==> src/rtl/icache_controller_if.sv <==
// Fetch-stage and instruction-memory signals of icache_controller.
// HIT_COUNT/MISS_COUNT exist only when ICACHE_PERF_CNT_EN is defined.
interface icache_controller_if;
  logic [31:0]  PC;
  logic [31:0]  INSTRUCTION;
  logic         BUSYWAIT;
  logic         MEM_READ;
  logic [27:0]  MEM_ADDRESS;
  logic [127:0] MEM_READDATA;
  logic         MEM_BUSYWAIT;
`ifdef ICACHE_PERF_CNT_EN
  logic [31:0]  HIT_COUNT;
  logic [31:0]  MISS_COUNT;
`endif

  // cache side
  modport slave (
    input  PC, MEM_READDATA, MEM_BUSYWAIT,
`ifdef ICACHE_PERF_CNT_EN
    output HIT_COUNT, MISS_COUNT,
`endif
    output INSTRUCTION, BUSYWAIT, MEM_READ, MEM_ADDRESS
  );

  // fetch stage + instruction memory side
  modport master (
    output PC, MEM_READDATA, MEM_BUSYWAIT,
`ifdef ICACHE_PERF_CNT_EN
    input  HIT_COUNT, MISS_COUNT,
`endif
    input  INSTRUCTION, BUSYWAIT, MEM_READ, MEM_ADDRESS
  );
endinterface

==> src/rtl/icache_controller.sv <==
// Direct-mapped read-only I-cache; hit returns the word combinationally (0 cycles), miss stalls k+2 cycles.
// Backpressure: BUSYWAIT holds PC while the line is fetched; MEM_BUSYWAIT stretches the MEM_READ state.
// Optional hit/miss counters: ICACHE_PERF_CNT_EN.
module icache_controller #(
  parameter int NUM_LINES   = 8,
  parameter int BLOCK_WORDS = 4
) (
  input logic                CLK,
  input logic                RESET,
  icache_controller_if.slave bus
);
  localparam int IDX_W  = $clog2(NUM_LINES);
  localparam int TAG_W  = 28 - IDX_W;
  localparam int OFF_W  = $clog2(BLOCK_WORDS);
  localparam int LINE_W = 32 * BLOCK_WORDS;
  localparam logic [31:0] NOP = 32'h0000_0013;

  localparam logic [1:0] S_IDLE     = 2'd0;
  localparam logic [1:0] S_MEM_READ = 2'd1;
  localparam logic [1:0] S_UPDATE   = 2'd2;

  logic [1:0]           state;
  logic [27:0]          blk_q;
  logic [NUM_LINES-1:0] valid_q;
  logic [TAG_W-1:0]     tag_q  [NUM_LINES];
  logic [LINE_W-1:0]    data_q [NUM_LINES];

  logic [OFF_W-1:0] pc_off;
  logic [IDX_W-1:0] pc_idx;
  logic [TAG_W-1:0] pc_tag;
  logic [IDX_W-1:0] fill_idx;
  logic [TAG_W-1:0] fill_tag;
  logic             hit;
  logic             fill_en;
  logic [31:0]      word;
  logic             unused_pc_lsb;

  assign pc_off   = bus.PC[2 +: OFF_W];
  assign pc_idx   = bus.PC[4 +: IDX_W];
  assign pc_tag   = bus.PC[31 -: TAG_W];
  assign fill_idx = blk_q[IDX_W-1:0];
  assign fill_tag = blk_q[27 -: TAG_W];
  assign unused_pc_lsb = &{1'b0, bus.PC[1:0]};

  assign hit     = (state == S_IDLE) && valid_q[pc_idx] && (tag_q[pc_idx] == pc_tag);
  assign fill_en = (state == S_MEM_READ) && !bus.MEM_BUSYWAIT;
  assign word    = data_q[pc_idx][pc_off*32 +: 32];

  always_ff @(posedge CLK or negedge RESET) begin
    if (!RESET) begin
      state   <= S_IDLE;
      blk_q   <= '0;
      valid_q <= '0;
    end else begin
      case (state)
        S_IDLE: begin
          if (!hit) begin
            blk_q <= bus.PC[31:4];
            state <= S_MEM_READ;
          end
        end
        S_MEM_READ: begin
          if (fill_en) begin
            valid_q[fill_idx] <= 1'b1;
            state             <= S_UPDATE;
          end
        end
        S_UPDATE: state <= S_IDLE;
        default:  state <= S_IDLE;
      endcase
    end
  end

  // Fill from the latched address so a PC change mid-miss cannot redirect it.
  always_ff @(posedge CLK) begin
    if (fill_en) begin
      tag_q[fill_idx]  <= fill_tag;
      data_q[fill_idx] <= bus.MEM_READDATA;
    end
  end

`ifdef ICACHE_PERF_CNT_EN
  logic [31:0] hit_cnt;
  logic [31:0] miss_cnt;

  always_ff @(posedge CLK or negedge RESET) begin
    if (!RESET) begin
      hit_cnt  <= '0;
      miss_cnt <= '0;
    end else if (state == S_IDLE) begin
      if (hit) hit_cnt  <= hit_cnt + 32'd1;
      else     miss_cnt <= miss_cnt + 32'd1;
    end
  end

  assign bus.HIT_COUNT  = hit_cnt;
  assign bus.MISS_COUNT = miss_cnt;
`endif

  // Reset forces a clean NOP/no-stall view even though IDLE with no valid lines would miss.
  always_comb begin
    bus.INSTRUCTION = RESET ? word : NOP;
    bus.BUSYWAIT    = RESET && ((state != S_IDLE) || !hit);
    bus.MEM_READ    = RESET && (state == S_MEM_READ);
    bus.MEM_ADDRESS = (state == S_MEM_READ) ? blk_q : 28'd0;
  end
endmodule
==> src/flat_wrapper.sv <==
// flat-port wrapper written by rule: the top's interface ports become plain ports
module icache_controller_flat 
#(
  parameter int NUM_LINES   = 8,
  parameter int BLOCK_WORDS = 4
)
  (CLK, RESET, bus_PC, bus_MEM_READDATA, bus_MEM_BUSYWAIT, bus_INSTRUCTION, bus_BUSYWAIT, bus_MEM_READ, bus_MEM_ADDRESS);
  icache_controller_if bus_i ();
  input logic CLK;
  input logic RESET;
  input wire logic [$bits(bus_i.PC)-1:0] bus_PC;
  input wire logic [$bits(bus_i.MEM_READDATA)-1:0] bus_MEM_READDATA;
  input wire logic [$bits(bus_i.MEM_BUSYWAIT)-1:0] bus_MEM_BUSYWAIT;
  output wire logic [$bits(bus_i.INSTRUCTION)-1:0] bus_INSTRUCTION;
  output wire logic [$bits(bus_i.BUSYWAIT)-1:0] bus_BUSYWAIT;
  output wire logic [$bits(bus_i.MEM_READ)-1:0] bus_MEM_READ;
  output wire logic [$bits(bus_i.MEM_ADDRESS)-1:0] bus_MEM_ADDRESS;
  assign bus_i.PC = bus_PC;
  assign bus_i.MEM_READDATA = bus_MEM_READDATA;
  assign bus_i.MEM_BUSYWAIT = bus_MEM_BUSYWAIT;
  assign bus_INSTRUCTION = bus_i.INSTRUCTION;
  assign bus_BUSYWAIT = bus_i.BUSYWAIT;
  assign bus_MEM_READ = bus_i.MEM_READ;
  assign bus_MEM_ADDRESS = bus_i.MEM_ADDRESS;
  icache_controller #(.NUM_LINES(NUM_LINES), .BLOCK_WORDS(BLOCK_WORDS)) u_core (.CLK(CLK), .RESET(RESET), .bus(bus_i));
endmodule
==> config.mk <==
export PLATFORM = sky130hd
export DESIGN_NAME = icache_controller_flat
export DESIGN_NICKNAME = d
export VERILOG_FILES = /design/src/rtl/icache_controller_if.sv /design/src/rtl/icache_controller.sv /design/src/flat_wrapper.sv
export SDC_FILE = /design/constraint.sdc
export NUM_CORES = 1
export LEC_CHECK = 0
export CAP_MARGIN = 25
export CORE_ASPECT_RATIO = 1.5
export CORE_MARGIN = 2
export CORE_UTILIZATION = 45
export DETAILED_ROUTE_END_ITERATION = 16
export PLACE_DENSITY = 0.67
export SLEW_MARGIN = 20
export SYNTH_ARGS = -nofsm -noshare
export SYNTH_HDL_FRONTEND = slang
export SYNTH_SLANG_ARGS = --single-unit
export TNS_END_PERCENT = 10
==> constraint.sdc <==
create_clock -name CLK -period 16 [get_ports CLK]
set_clock_uncertainty 0.05 [all_clocks]
set_input_delay 3.2 -clock CLK [delete_from_list [all_inputs] [get_ports CLK]]
set_output_delay 3.2 -clock CLK [all_outputs]
set_load 0.005 [all_outputs]
==> run summary <==
Die Span X: 272 um
Multi-input gate area: 0.0104 mm2
Seq cells post-synth: 1,262
critical path arrival: 7.46 ns
Post-Layout Inst Area: 0.0565 mm2
post-synth top area share: 75.8%
HPWL after DPL: 56,300 um
Post-synth ARST share: 3.01%
drt initial violations: 1,730
Clock Tree Root: clkbuf_16
max-slew violation total from the final report: 0
CTS sink count: 1,262
Tmin final: 10.71 ns
type of the worst min-delay path: flop to flop
drt total wl: 103,000 um
largest net degree at the start of global routing: 112
wire per inst: 27.2 um
Post-synth EDFFs: 1,224
Overall Power: 7.45 mW
Net Count, Synth: 2,161
Synth Cell Area: 0.0485 mm2
die area: 0.110 mm2
fin nets: 2,443
register area: 0.0377 mm2
Boundary Pins: 225
Synth warnings: 0
P&R area growth vs syn: 16.5%
max-cap violations: 0
Area after DPL: 0.0524 mm2
maximum vdd drop: 0.0000939 V
number of global-route vias before repair: 23,400
cts repair resizes: 0
TritonCTS clock tree: yes
Clock H-tree levels: 3
status: finished, final reports clean
Max Fanout on Critical Path: 66
largest cells by area after synthesis: edfxtp_1, mux4_2, dfrtp_1
TritonRoute pass-1 iters: 7
Req. time, crit path: 12.75 ns
starting density of the core: 45.4%
CTS Buf Count: 113
Final Hold Violating Endpoints: 0
Cell Pwr Density: 132 mW/mm2
Tcrit/Tclk final: 66.9%
Seq/Total Area, Yosys: 77.8%
Worst-path clk slew: 0.06 ns
Slew Limit Headroom: 26.6%
Routability Congestion: 0.737
layout cells sized above 1: 27.5%
all-layer global routing usage: 18.9%
Highest Clock Rate: 0.0934 GHz
Setup crit end kind: primary output
final-layout fill cell count: 8,027
most instantiated cells after synthesis: edfxtp_1, mux4_2, mux2i_1
Yosys cell types: 37
total congestion overflow: 0
Via-to-Cell Ratio: 5.65
drt drc: 0
Static Leak: 17.8 nW
setup repair bufs after CTS: 0
Gate Count Post-Synth: 1,998
startpoint types: input pin
pre-CTS WS: 5.10 ns
average cell area after synthesis: 24.3 um2
area of the core: 0.107 mm2
most numerous cell in the Yosys netlist: edfxtp_1
I/O Buffers: 222
Hold Slack: 0.427 ns
final setup violation count: 0
Final ANT Viol Nets: 0
Setup WS post-layout: 5.29 ns
post-synth top area cell: edfxtp_1
setup tns final: 0 ns
clock latency on the worst-skew pair: 0.71 ns
ys flop type: edfxtp_1
via count: 21,500
initial antenna violation count: 22
Setup CP Type: input pin to primary output
unrepaired setup endpoints after global routing: no
Rows: 147
Max clock buf depth: 3
hold buffers post-CTS: 0
first-pass GRT wire length: 152,000 um
Worst Tran Pin Value: 1.10 ns
Die H: 406 um
-- critical path, cell delays in order --
cell and delay [ns]:
buf_8 0.51, buf_4 0.75, mux4_2 0.58, mux2i_1 0.17
xor2_1 0.33, nand3_1 0.15, nor4_2 0.62, nand4_1 0.32
and2_1 0.26, clkdlybuf4s50_1 0.44
-- per-layer routing --
| metal | vias to the layer above | routed length (um) | GRT usage [%] |
|---|---|---|---|
| met3 | 136 | 6200 | 3.62 |
| met2 | 612 | 53900 | 32.7 |
| met4 | 24 | 1940 | 5.74 |
| met1 | 11600 | 41200 | 24.3 |
| li1 | 9121 | - | - |
| met5 | - | 155 | 0 |
-- final cells by class --
cell class,count,share of cell area [%]
multi-input cells,636,18.4
clock buffers,126,5.13
clock inverters,88,1.81
diodes,11,0.0487
repair buffers,267,4.73
flip-flops and latches,1262,66.8
well taps,1415,3.13
-- through the flow --
step	std cells	utilization [%]
2_1_floorplan	1998	-
3_3_place_gp	3575	49.0
3_5_place_dp	3576	49.1
4_1_cts	3790	52.7
5_1_grt	3800	52.8
6_report	3805	52.9
-- state kept, by name (all words and copies together) (netlist names) --
name            cells
u_core.data_q    1024
u_core.tag_q      200
u_core.blk_q       28
u_core.valid_q      8
u_core.state        2
-- worst paths after layout --
kind	endpoint	start	slack [ns]	depth (start not counted)
max	bus_BUSYWAIT	bus_PC[4]	5.29	10
min	u_core.valid_q[7]	u_core.valid_q[7]	0.43	1
max reg2reg	u_core.data_q[3][8]	u_core.state[1]	12.31	5
min reg2reg	u_core.valid_q[7]	u_core.valid_q[7]	0.43	1
max in group asynchronous	u_core.blk_q[16]	RESET	12.43	2
min in group asynchronous	u_core.blk_q[0]	RESET	2.54	1
-- layout by cell type, fill, tap and decap left out, types with 3 or more instances in the layout --
cell type,Yosys,layout
clkinv_4,0,6
clkinv_1,0,21
bufinv_16,0,18
mux4_2,354,354
nor2_4,0,6
mux2_4,20,20
buf_16,0,4
nor2b_1,34,33
o21ai_0,7,7
clkdlybuf4s50_1,0,216
a22o_1,7,7
xnor2_1,6,6
nor4_2,4,4
clkbuf_1,44,11
and2_1,31,31
clkinv_8,0,4
inv_6,0,3
xor2_1,10,10
buf_8,0,3
buf_4,2,42
nand3_1,4,4
nand2_1,12,12
dfrtp_1,38,38
diode_2,0,11
or2_2,9,9
edfxtp_1,1224,1224
mux2i_1,64,64
nand2b_1,9,9
clkbuf_16,0,113
or3_1,9,9
o22ai_1,8,8
nand4_1,3,3
clkinv_2,0,23
mux2_2,24,24
clkinvlp_4,0,10
-- logic make-up (layout without fill, tap and decap cells) --
kind of cell	after synthesis	after routing	synth area share (%)
compound gates	30	30	0.467
xor+xnor	16	16	0.289
buf+inv	100	481	0.906
flops	1262	1262	77.8
mux	462	462	18.9
other cells	0	11	0
simple gates	128	128	1.59
-- power breakdown --
group | switching [mW] | internal (mW) | total, mW
Clock | 1.20 | 1.61 | 2.81
Combinational | 0.338 | 0.307 | 0.645
Sequential | 0.0995 | 3.89 | 3.99
Power figures use the tool's default switching activity.
